File: config.mk
export PLATFORM = sky130hd
export DESIGN_NAME = switch_debounce
export DESIGN_NICKNAME = d
export VERILOG_FILES = /design/src/rtl/debounce_pkg.sv /design/src/rtl/sync_2ff.sv /design/src/rtl/switch_debounce.sv
export SDC_FILE = /design/constraint.sdc
export NUM_CORES = 1
export LEC_CHECK = 0
export ABC_AREA = 1
export BUFFER_PORTS_ARGS = -buffer_cell sky130_fd_sc_hd__buf_2
export CAP_MARGIN = 20
export CORE_AREA = 4 4 41 43
export CTS_CLUSTER_DIAMETER = 120
export CTS_CLUSTER_SIZE = 14
export DETAILED_ROUTE_END_ITERATION = 7
export DIE_AREA = 0 0 45 47
export PLACE_DENSITY_LB_ADDON = 0.25
export SLEW_MARGIN = 20
export SYNTH_ARGS = -nofsm -noshare
export SYNTH_HDL_FRONTEND = slang
export SYNTH_SLANG_ARGS = --single-unit
export TNS_END_PERCENT = 20
File: constraint.sdc
create_clock -name CLK -period 1.94 [get_ports CLK]
set_input_delay 0.388 -clock CLK [delete_from_list [all_inputs] [get_ports CLK]]
set_output_delay 0.388 -clock CLK [all_outputs]
set_load 0.01 [all_outputs]
File: src/rtl/debounce_pkg.sv
// Shared types and limits for the switch debouncer.
package debounce_pkg;

   typedef enum logic [1:0] {
      LOW_STABLE,
      LOW_TO_HIGH,
      HIGH_STABLE,
      HIGH_TO_LOW
   } db_state_t;

   localparam int unsigned MIN_STABLE_CYCLES = 2;

endpackage

File: src/rtl/sync_2ff.sv
// Two-flop synchronizer for a single asynchronous bit.
// It uses a synchronous active-high reset to 0.
module sync_2ff (
   input  logic CLK,
   input  logic RST,
   input  logic D,
   output logic Q
);

   logic s1;

   always_ff @(posedge CLK) begin
      if (RST) begin
         s1 <= 1'b0;
         Q  <= 1'b0;
      end else begin
         s1 <= D;
         Q  <= s1;
      end
   end

endmodule

File: src/rtl/switch_debounce.sv
// Switch debouncer: a synchronizer feeds a stability-qualified level FSM.
// Optional edge strobes are enabled by SWITCH_DEBOUNCE_EDGE_EN; otherwise RISE and FALL are tied to 0.
module switch_debounce
   import debounce_pkg::*;
#(
   parameter int unsigned STABLE_CYCLES = 4
) (
   input  logic CLK,
   input  logic RST,
   input  logic SW_IN,
   output logic SW_OUT,
   output logic RISE,
   output logic FALL,
   output logic BUSY
);

   localparam int unsigned CNT_W = $clog2(STABLE_CYCLES);
   localparam logic [CNT_W-1:0] CNT_LAST = CNT_W'(STABLE_CYCLES - 1);

   if (STABLE_CYCLES < MIN_STABLE_CYCLES) begin : g_param_check
      $error("switch_debounce: STABLE_CYCLES must be at least MIN_STABLE_CYCLES");
   end

   logic             s2;
   db_state_t        state, state_nxt;
   logic [CNT_W-1:0] cnt, cnt_nxt;
   logic             sw_out_nxt;

   sync_2ff u_sync (
      .CLK (CLK),
      .RST (RST),
      .D   (SW_IN),
      .Q   (s2)
   );

   always_ff @(posedge CLK) begin
      if (RST) begin
         state  <= LOW_STABLE;
         cnt    <= '0;
         SW_OUT <= 1'b0;
      end else begin
         state  <= state_nxt;
         cnt    <= cnt_nxt;
         SW_OUT <= sw_out_nxt;
      end
   end

   always_comb begin
      state_nxt  = state;
      cnt_nxt    = cnt;
      sw_out_nxt = SW_OUT;
      case (state)
         LOW_STABLE: begin
            sw_out_nxt = 1'b0;
            if (s2) begin
               state_nxt = LOW_TO_HIGH;
               cnt_nxt   = CNT_W'(1);
            end
         end
         LOW_TO_HIGH: begin
            if (!s2) begin
               state_nxt = LOW_STABLE;
               cnt_nxt   = '0;
            end else if (cnt == CNT_LAST) begin
               state_nxt  = HIGH_STABLE;
               sw_out_nxt = 1'b1;
               cnt_nxt    = '0;
            end else begin
               cnt_nxt = cnt + CNT_W'(1);
            end
         end
         HIGH_STABLE: begin
            sw_out_nxt = 1'b1;
            if (!s2) begin
               state_nxt = HIGH_TO_LOW;
               cnt_nxt   = CNT_W'(1);
            end
         end
         HIGH_TO_LOW: begin
            if (s2) begin
               state_nxt = HIGH_STABLE;
               cnt_nxt   = '0;
            end else if (cnt == CNT_LAST) begin
               state_nxt  = LOW_STABLE;
               sw_out_nxt = 1'b0;
               cnt_nxt    = '0;
            end else begin
               cnt_nxt = cnt + CNT_W'(1);
            end
         end
         default: begin
            state_nxt  = LOW_STABLE;
            cnt_nxt    = '0;
            sw_out_nxt = 1'b0;
         end
      endcase
   end

   assign BUSY = (state == LOW_TO_HIGH) || (state == HIGH_TO_LOW);

`ifdef SWITCH_DEBOUNCE_EDGE_EN
   // A strobe marks the edge on which qualification completes, so it coincides with SW_OUT changing.
   always_ff @(posedge CLK) begin
      if (RST) begin
         RISE <= 1'b0;
         FALL <= 1'b0;
      end else begin
         RISE <= (state == LOW_TO_HIGH) && (state_nxt == HIGH_STABLE);
         FALL <= (state == HIGH_TO_LOW) && (state_nxt == LOW_STABLE);
      end
   end
`else
   assign RISE = 1'b0;
   assign FALL = 1'b0;
`endif

endmodule

; Yosys cells after proc, flatten, opt, wreduce, memory -nomap -nowiden
; Index checks and enable logic that the tools add are counted.
[classes]
n_addsub = 1
eq_ne = 12
n_mux = 17
reduce_logical = 5
[ops]
columns = cell, count
row1 = two-way mux 2 bit, 10
row2 = one-hot mux 2 bit (4 select lines), 2
row3 = != test 2 bit (second input constant), 4
row4 = AND reduction 4 bit, 2
row5 = == test 2 bit (second input constant), 3
row6 = two-way mux 1 bit, 4
row7 = != test 2 x 1 -> 1 bit (second input constant), 2
row8 = one-hot mux 1 bit (4 select lines), 1
row9 = != test 3 x 2 -> 1 bit (second input constant), 1
row10 = != test 3 bit (second input constant), 1
row11 = adder 2 x 1 -> 2 bit (second input constant), 1
row12 = == test 2 x 1 -> 1 bit (second input constant), 1
row13 = logical NOT 2 bit, 1
row14 = AND reduction 2 bit, 1
row15 = logical OR 1 bit, 1
[totals]
regBits = 7
in_bits = 3
out_inout_bits = 4

; Longest topological paths before layout
; Gate-level depths: netlist of the first run.
[depth]
word_depth = 4
depth_mapped = 9
mapped_depth_nobuf = 9

; Modules after synthesis
; A second synthesis of the first run with hierarchy kept.
[hier_totals]
cells_unflattened = 67
area_unflattened_um2 = 456.7
[by_module_without_submodules]
columns = module, n_inst, cells_each, area_each_um2, seq_area_each_um2
row1 = switch_debounce, 1, 61, 401.6, 100.1
row2 = sync_2ff, 1, 6, 55.1, 40.0

; Worst setup path before layout of the first run
; Ideal clock, no wire load.
[synth_timing]
path_type = flip-flop to flip-flop
startpoint = register state[0]
endpoint = register (tool-made name)
setup_ps = 110
arrival_ps = 1050
path_slack_ps = 780
path_stages_with_launch = 9
n_path_buf = 0
path_cell_list = dfxtp_1 -> inv_1 -> ha_1 -> inv_1 -> nand2_1 -> nand2_2 -> nand4_1 -> nand2_1 -> nor2_2
[synth_rtl]
columns = item, line_no
row1 = start: declaration, switch_debounce.sv:25  ; db_state_t state, state_nxt;
row2 = start signal: assignment, switch_debounce.sv:42  ; state <= state_nxt;

==> results by group, run 1 <==
Placed design
  – Final GP Congestion: 0.728
  – Post-DP HPWL: 597 um
  – Port-buffer cells: 4
  – Placed cells: 80
  – Placed cell area: 463 sq um
  – Pre-CTS setup slack: 0.610 ns

CTS
  – Bufs on Longest Clock Path: 2
  – Post-CTS Resized: 0
  – # H-tree levels: 1
  – CTS Buf Count: 3
  – # hold bufs at CTS: 0
  – CTS root buffer: clkbuf_4
  – CTS sink count: 7
  – Clock-pin slew on the worst setup and hold paths: 0.06 ns
  – Clock latency on the worst-skew pair: 0.25 ns
  – CTS tree: yes
  – Setup bufs post-CTS: 0

Logic synthesis
  – Post-synth top cells: 13 x nand2_1, 10 x inv_1, 7 x dfxtp_1
  – EDFF count, synth: 0
  – Syn Area/Cell: 7.02 sq um
  – Post-synth ARST share: 0
  – Post-synth cell types: 16
  – Ys flop type: dfxtp_1
  – Cells after Synth: 62
  – Post-synth top area share: 0.322
  – Register area share after synthesis: 0.322
  – Synth top area cells: dfxtp_1 32%, ha_1 14%, nand2_1 11%
  – Yosys warns: 0
  – Area leader, netlist: dfxtp_1
  – Synthesized cell area: 435 sq um
  – Top-count cell post-synth: nand2_1
  – FF+latch count, synth: 7

Die
  – Die height: 47 um
  – Initial Utilization: 0.335
  – Core Area: 0.00130 sq mm
  – Die X: 45 um
  – Die area: 0.00212 sq mm
  – I/O Pins: 7
  – Cell Rows: 13

Critical path
  – CP max-delay cell: dfxtp_1
  – Arr. time, crit path: 1.22 ns
  – Worst path buffer plus inverter count: 3
  – CP startpoint kind: flip-flop
  – Crit path cell chain: inv_1 -> ha_1 -> inv_1 -> nand2_2 -> buf_2
  – Max incr delay on CP: 0.36 ns
  – Critical path fanouts, max: 4
  – Crit path kind: reg -> out
  – Worst setup EP type: output pin
  – Crit path max-delay family: flip-flops
  – CP required: 1.55 ns
  – CP most frequent cell: inv_1

Cells and area
  – Layout Nets: 78
  – Fin area: 490 sq um
  – P&R area growth vs syn: 12.6%
  – Layout cells sized above 1: 0.246
  – Ant diodes: 0
  – Fin cells: 84
  – Fillers: 146

Route
  – Vias: 351
  – DRC Markers: 0
  – Drt via density: 4.18
  – Final ANT Viol Nets: 0
  – Pre-Repair DR Iteration Count: 2
  – Drt wl/cell: 8.63 um
  – Final wirelength: 725 um
  – DRT iter0 DRCs: 2

GRT
  – Overall routing resource usage: 0.0871
  – First-pass GRT wire length: 1.30 mm
  – Vias in the first global route: 345
  – Antenna violations before repair: 0
  – Largest net degree at the start of global routing: 9
  – Remaining global-route overflow: 0

Pwr
  – Design Power: 0.000431 W
  – Static Leak: 0.245 nW
  – Max VDD drop: 0.480 mV
  – PwrDens: 879 mW/mm^2

STA
  – Final TNS setup: 0 ns
  – Final period util: 0.828
  – Final WS setup: 0.335 ns
  – Fin. Hold Viols: 0
  – RSZ-0062 raised after global routing: no
  – # setup viols final: 0
  – Final Slew Violations: 0
  – Max Fclk: 623 MHz
  – Worst Skew: 0.00291 ns
  – Tmin final: 1.61 ns

Outcome
  – Status: finished clean

Job
  – Number of max-cap violations: 0

Min path
  – Hold Crit Class: in -> reg
==> cell usage in the layout, fill, tap and decap left out <==
| cell | n |
|---|---|
| nand2_1 | 13 |
| inv_1 | 10 |
| dfxtp_1 | 7 |
| nor2_1 | 5 |
| ha_1 | 5 |
| nand2_2 | 4 |
| nand3_1 | 4 |
| buf_2 | 4 |
| o21ai_0 | 3 |
| clkbuf_4 | 3 |
| inv_2 | 2 |
| a21oi_1 | 2 |
| conb_1 | 2 |
| nand3_2 | 1 |
| a21oi_2 | 1 |
| nand4_1 | 1 |
| nor2_2 | 1 |
| clkinv_2 | 1 |
==> routing by layer <==
metal  vias up  GRT usage  wire [um]
met5         -          0          0
met1       146     0.0984        378
met2         6      0.138        311
met4         0     0.0175          0
met3         0     0.0575         34
li1        199          -          -
==> through the flow <==
| step | utilization | hold slack, ns |
|---|---|---|
| final | 0.377 | 0.336 |
| after detailed placement | 0.356 | 0.399 |
| after global routing | 0.377 | 0.331 |
| after global placement | 0.356 | 0.394 |
| after CTS | 0.377 | 0.327 |
| after floorplan | - | 0.388 |
==> final cells by class <==
cell class	count	area (sq um)	area share
multi-input combinational	42	239	0.487
sequential	7	140	0.286
inverter	12	45.0	0.0918
clock buffer	3	22.5	0.0459
timing repair buffer	4	20.0	0.0408
tap	15	18.8	0.0383
clock inverter	1	5.00	0.0102
==> kinds of logic after synthesis <==
| group | after synthesis | synth area share |
|---|---|---|
| simple gates | 29 | 0.310 |
| buf+inv | 14 | 0.138 |
| flops | 7 | 0.322 |
| compound gates | 6 | 0.0776 |
| fa+ha+maj | 5 | 0.144 |
| other cells | 1 | 0.00861 |
==> final timing paths <==
kind / from / end / slack, ns / depth (start not counted)
setup / recovery: flip-flop / BUSY / 0.33 / 5
hold / removal: SW_IN / u_sync.s1 / 0.34 / 3
setup reg to reg: state[0] / cnt[0] / 0.66 / 8
hold reg to reg: u_sync.s1 / u_sync.Q / 0.41 / 2
==> power by group <==
part | switching (W) | internal, W | leakage (nW)
registers | 0.0000158 | 0.000163 | 0.0575
logic | 0.0000732 | 0.0000455 | 0.170
clock network | 0.0000578 | 0.0000755 | 0.0177
==> tightest hold or removal path: stages <==
cell and delay, ns:
buf_2 0.07, inv_1 0.03, nor2_1 0.06
Note: power is estimated with default switching activity, not from simulation.
==> run 2: changes to the inputs <==
- clock period: 1.94 -> 1.48 ns (I/O delays scaled with it)
==> run 2 against run 1 <==
Worst setup slack got worse by 0.25 ns. First-iteration DRC count unchanged. Hold slack got worse by 0.078 ns. Critical endpoint unchanged. Largest power group unchanged.
==> results by group, run 2 (synthesis gave the netlist of run 1 again) <==
Outcome
  – Status: finished clean

Min path
  – Hold path depth: 3
  – Hold Crit Class: in -> reg

Route
  – Vias: 371
  – Max layer used: met4
  – Metal-1 WL: 352 um
  – Routed length on met2: 338 um
  – DRT iter0 DRCs: 2
  – Pre-Repair DR Iteration Count: 2
  – DRC Markers: 0
  – Final wirelength: 731 um
  – Metal3 WL: 30 um
  – Drt via density: 4.42
  – Drt wl/cell: 8.70 um
  – Final ANT Viol Nets: 0

STA
  – Final Slew Violations: 0
  – Max Fclk: 714 MHz
  – Final period util: 0.946
  – RSZ-0062 raised after global routing: no
  – WHS: 0.258 ns
  – Fin. Hold Viols: 0
  – # setup viols final: 0
  – Tmin final: 1.40 ns
  – Final TNS setup: 0 ns
  – Worst Skew: 0.00135 ns

Pwr
  – Max VDD drop: 0.573 mV
  – Static Leak: 0.243 nW
  – PwrDens: 1140 mW/mm^2

Cells and area
  – Final core utilization: 0.380
  – Most common cell after layout, fill and taps aside: nand2_1
  – P&R area growth vs syn: 13.5%
  – Fin cells: 84
  – Fillers: 145
  – Layout cells sized above 1: 0.304
  – Ant diodes: 0
  – Layout Nets: 78
  – Fin area: 494 sq um
  – Commonest cells after routing, fill and taps aside: 13 x nand2_1, 8 x inv_1, 5 x dfxtp_1, 5 x nor2_1

Critical path
  – Worst path buffer plus inverter count: 2
  – CP required: 1.18 ns
  – CP startpoint kind: flip-flop
  – Max incr delay on CP: 0.34 ns
  – Crit path max-delay family: flip-flops
  – Crit path kind: reg -> out
  – Arr. time, crit path: 1.10 ns
  – Critical path depth: 4
  – Worst setup EP type: output pin
  – Critical path fanouts, max: 6
  – Reg2reg path depth: 8
  – CP max-delay cell: dfxtp_2
  – Crit path cell chain: ha_1 -> inv_2 -> nand2_2 -> buf_2

Die
  – I/O Pins: 7
  – Core Area: 0.00130 sq mm
  – Initial Utilization: 0.335
  – Die height: 47 um
  – Die X: 45 um
  – Cell Rows: 13
  – Die area: 0.00212 sq mm

CTS
  – CTS Buf Count: 3
  – CTS tree: yes
  – Setup bufs post-CTS: 0
  – Clock latency on the worst-skew pair: 0.25 ns
  – CTS sink count: 7
  – # hold bufs at CTS: 0
  – # H-tree levels: 1
  – Bufs on Longest Clock Path: 2
  – CTS root buffer: clkbuf_4
  – Clock-pin slew on the worst setup and hold paths: 0.05 ns

GRT
  – Remaining global-route overflow: 0
  – Vias in the first global route: 332
  – Largest net degree at the start of global routing: 9
  – Antenna violations before repair: 0
  – First-pass GRT wire length: 1.24 mm
  – Overall routing resource usage: 0.0872

Placed design
  – Placed cells: 80
  – Post-DP HPWL: 572 um
  – Placed cell area: 463 sq um
  – Final GP Congestion: 0.755
  – Port-buffer cells: 4

Job
  – Number of max-cap violations: 0
[run 2: path summary, 6_finish.rpt]
check	slack, ns	startpoint	to
max reg2reg	0.24	state[0]	flip-flop
max	0.08	state[0]	BUSY
min	0.26	SW_IN	u_sync.s1
min reg2reg	0.40	u_sync.s1	u_sync.Q
[run 2: timing repair]
item | in CTS | in global routing
endpoints found under the hold margin | 0 | 0
pin swaps | 0 | 1
setup endpoints to repair | 1 | 1
gates resized for setup | 1 | 4
[run 2: tightest hold or removal path, cell delays in order]
cell	delay, ns
buf_2	0.08
inv_1	0.03
nor2_1	0.07
[run 2: per-layer routing]
layer,up-vias,track usage
li1,200,-
met1,163,0.0986
met2,6,0.121
met3,2,0.0230
met4,0,0.105
met5,-,0
[run 2: stage by stage]
step / setup slack (ns) / total power [W]
finish: 0.0804 / 0.000565
global route: 0.0105 / 0.000621
CTS: 0.0183 / 0.000571
detailed placement: 0.182 / 0.000395
global placement: 0.217 / 0.000397
floorplan: 0.320 / 0.000359
[run 2: cell type report]
class,count,area (sq um),area share
multi-input cells,42,241,0.489
well taps,15,18.8,0.0380
repair buffers,4,20.0,0.0405
inverters,12,45.0,0.0911
flip-flops and latches,7,143,0.289
clock buffers,4,26.3,0.0532
[run 2: where the power goes]
group | switching [W] | total, W | internal (W)
sequential | 0.0000202 | 0.000236 | 0.000216
clock | 0.0000666 | 0.000169 | 0.000103
combinational | 0.0000986 | 0.000159 | 0.0000607
==> run 3: changes to the inputs <==
--- a/constraint.sdc
+++ b/constraint.sdc
@@ -3,2 +3,2 @@
 set_output_delay 0.296 -clock CLK [all_outputs]
-set_load 0.01 [all_outputs]
+set_load 0.02 [all_outputs]
==> run 3 against run 2 <==
Critical path type unchanged. Clock skew up 0.0014 ns. Combinational power grew 11%. Clock-buffer cell count did not move. Worst setup slack gained 0.011 ns. Core utilization rose by 0.67 points. Wire length decreased by 2.1%. Clock power about the same. Critical path depth up 1. Highest routed layer unchanged. Critical endpoint unchanged. Non-clock buffer count is the same. First-iteration DRC count unchanged.
==> results by group, run 3 (synthesis gave the netlist of run 1 again) <==
STA
  – Final WS setup: 0.0913 ns
  – RSZ-0062 raised after global routing: no
  – # setup viols final: 0
  – Tmin final: 1.39 ns
  – Max Fclk: 720 MHz
  – WHS: 0.256 ns
  – Final period util: 0.938
  – Final Slew Violations: 0
  – Final TNS setup: 0 ns
  – Worst Skew: 0.00276 ns
  – Fin. Hold Viols: 0

Cells and area
  – Commonest cells after routing, fill and taps aside: 13 x nand2_1, 8 x inv_1, 5 x dfxtp_1, 5 x nor2_1
  – Layout Nets: 78
  – Layout cells sized above 1: 0.319
  – Fillers: 143
  – Fin cells: 84
  – Most common cell after layout, fill and taps aside: nand2_1
  – P&R area growth vs syn: 15.5%
  – Ant diodes: 0

Critical path
  – CP startpoint kind: flip-flop
  – Critical path fanouts, max: 4
  – Crit path kind: reg -> out
  – CP required: 1.18 ns
  – Worst setup EP type: output pin
  – Arr. time, crit path: 1.09 ns

Die
  – Die height: 47 um
  – Initial Utilization: 0.335
  – Cell Rows: 13
  – Die area: 0.00212 sq mm
  – Core Area: 0.00130 sq mm
  – Die X: 45 um
  – I/O Pins: 7

Placed design
  – Post-DP HPWL: 572 um
  – Placed cells: 80
  – Port-buffer cells: 4
  – Final GP Congestion: 0.755
  – Pre-CTS setup slack: 0.182 ns

Route
  – DRT iter0 DRCs: 2
  – Vias: 371
  – Final wirelength: 716 um
  – DRC Markers: 0
  – Drt wl/cell: 8.52 um
  – Final ANT Viol Nets: 0
  – Pre-Repair DR Iteration Count: 2
  – Drt via density: 4.42

GRT
  – Largest net degree at the start of global routing: 9
  – First-pass GRT wire length: 1.24 mm
  – Overall routing resource usage: 0.0872
  – Remaining global-route overflow: 0
  – Antenna violations before repair: 0
  – Vias in the first global route: 332

CTS
  – CTS tree: yes
  – CTS Buf Count: 3
  – CTS sink count: 7
  – Clock latency on the worst-skew pair: 0.25 ns
  – # H-tree levels: 1
  – # hold bufs at CTS: 0
  – Bufs on Longest Clock Path: 2
  – Clock-pin slew on the worst setup and hold paths: 0.05 ns
  – CTS root buffer: clkbuf_4

Pwr
  – Max VDD drop: 0.571 mV
  – PwrDens: 1160 mW/mm^2
  – Design Power: 0.000582 W
  – Static Leak: 0.241 nW

Job
  – Number of max-cap violations: 0

Min path
  – Hold Crit Class: in -> reg

Outcome
  – Status: finished clean
run 3: power breakdown:
part	internal [W]	leakage, nW	switching [W]	total, W
Combinational	0.0000674	0.167	0.000109	0.000177
Clock	0.000103	0.0150	0.0000663	0.000169
Sequential	0.000216	0.0584	0.0000203	0.000237
Total	0.000386	0.241	0.000196	0.000582
run 3: through the flow:
step / utilization / cell area, sq um
global route: 0.387 / 503
detailed placement: 0.356 / 463
global placement: 0.356 / 463
floorplan: - / 439
CTS: 0.378 / 492
finish: 0.387 / 503
run 3: cell type report:
| cell class | count | area, sq um | area share |
|---|---|---|---|
| Timing Repair Buffer | 4 | 26.3 | 0.0522 |
| Inverter | 12 | 45.0 | 0.0896 |
| Multi-Input combinational cell | 42 | 244 | 0.485 |
| Sequential cell | 7 | 143 | 0.284 |
| Tap cell | 15 | 18.8 | 0.0373 |
| Clock buffer | 4 | 26.3 | 0.0522 |
run 3: final timing paths:
kind | from | end | slack, ns | depth (start not counted)
max reg2reg | state[0] | state[0] | 0.25 | 7
min reg2reg | u_sync.s1 | u_sync.Q | 0.40 | 2
max | flip-flop | BUSY | 0.09 | 5
min | SW_IN | u_sync.s1 | 0.26 | 3
run 3: what timing repair did:
| item | in CTS | in global routing |
|---|---|---|
| buffers inserted | 0 | 0 |
| cloned | 0 | 0 |
| pin swaps | 0 | 1 |
| setup endpoints to repair | 1 | 1 |
| resized for setup | 2 | 6 |
run 3: worst max-delay path, cell delays in order, from the launching register on:
cell     delay (ns)
dfxtp_2        0.34
inv_2          0.05
ha_2           0.18
inv_2          0.06
nand2_2        0.08
buf_6          0.14
run 3: per-layer routing:
| layer | part of all wire | track usage | vias to the layer above |
|---|---|---|---|
| met3 | 0.042 | 0.0230 | 4 |
| met5 | 0 | 0 | - |
| met1 | 0.49 | 0.0986 | 158 |
| met4 | 0.029 | 0.105 | 0 |
| li1 | - | - | 201 |
| met2 | 0.44 | 0.121 | 8 |
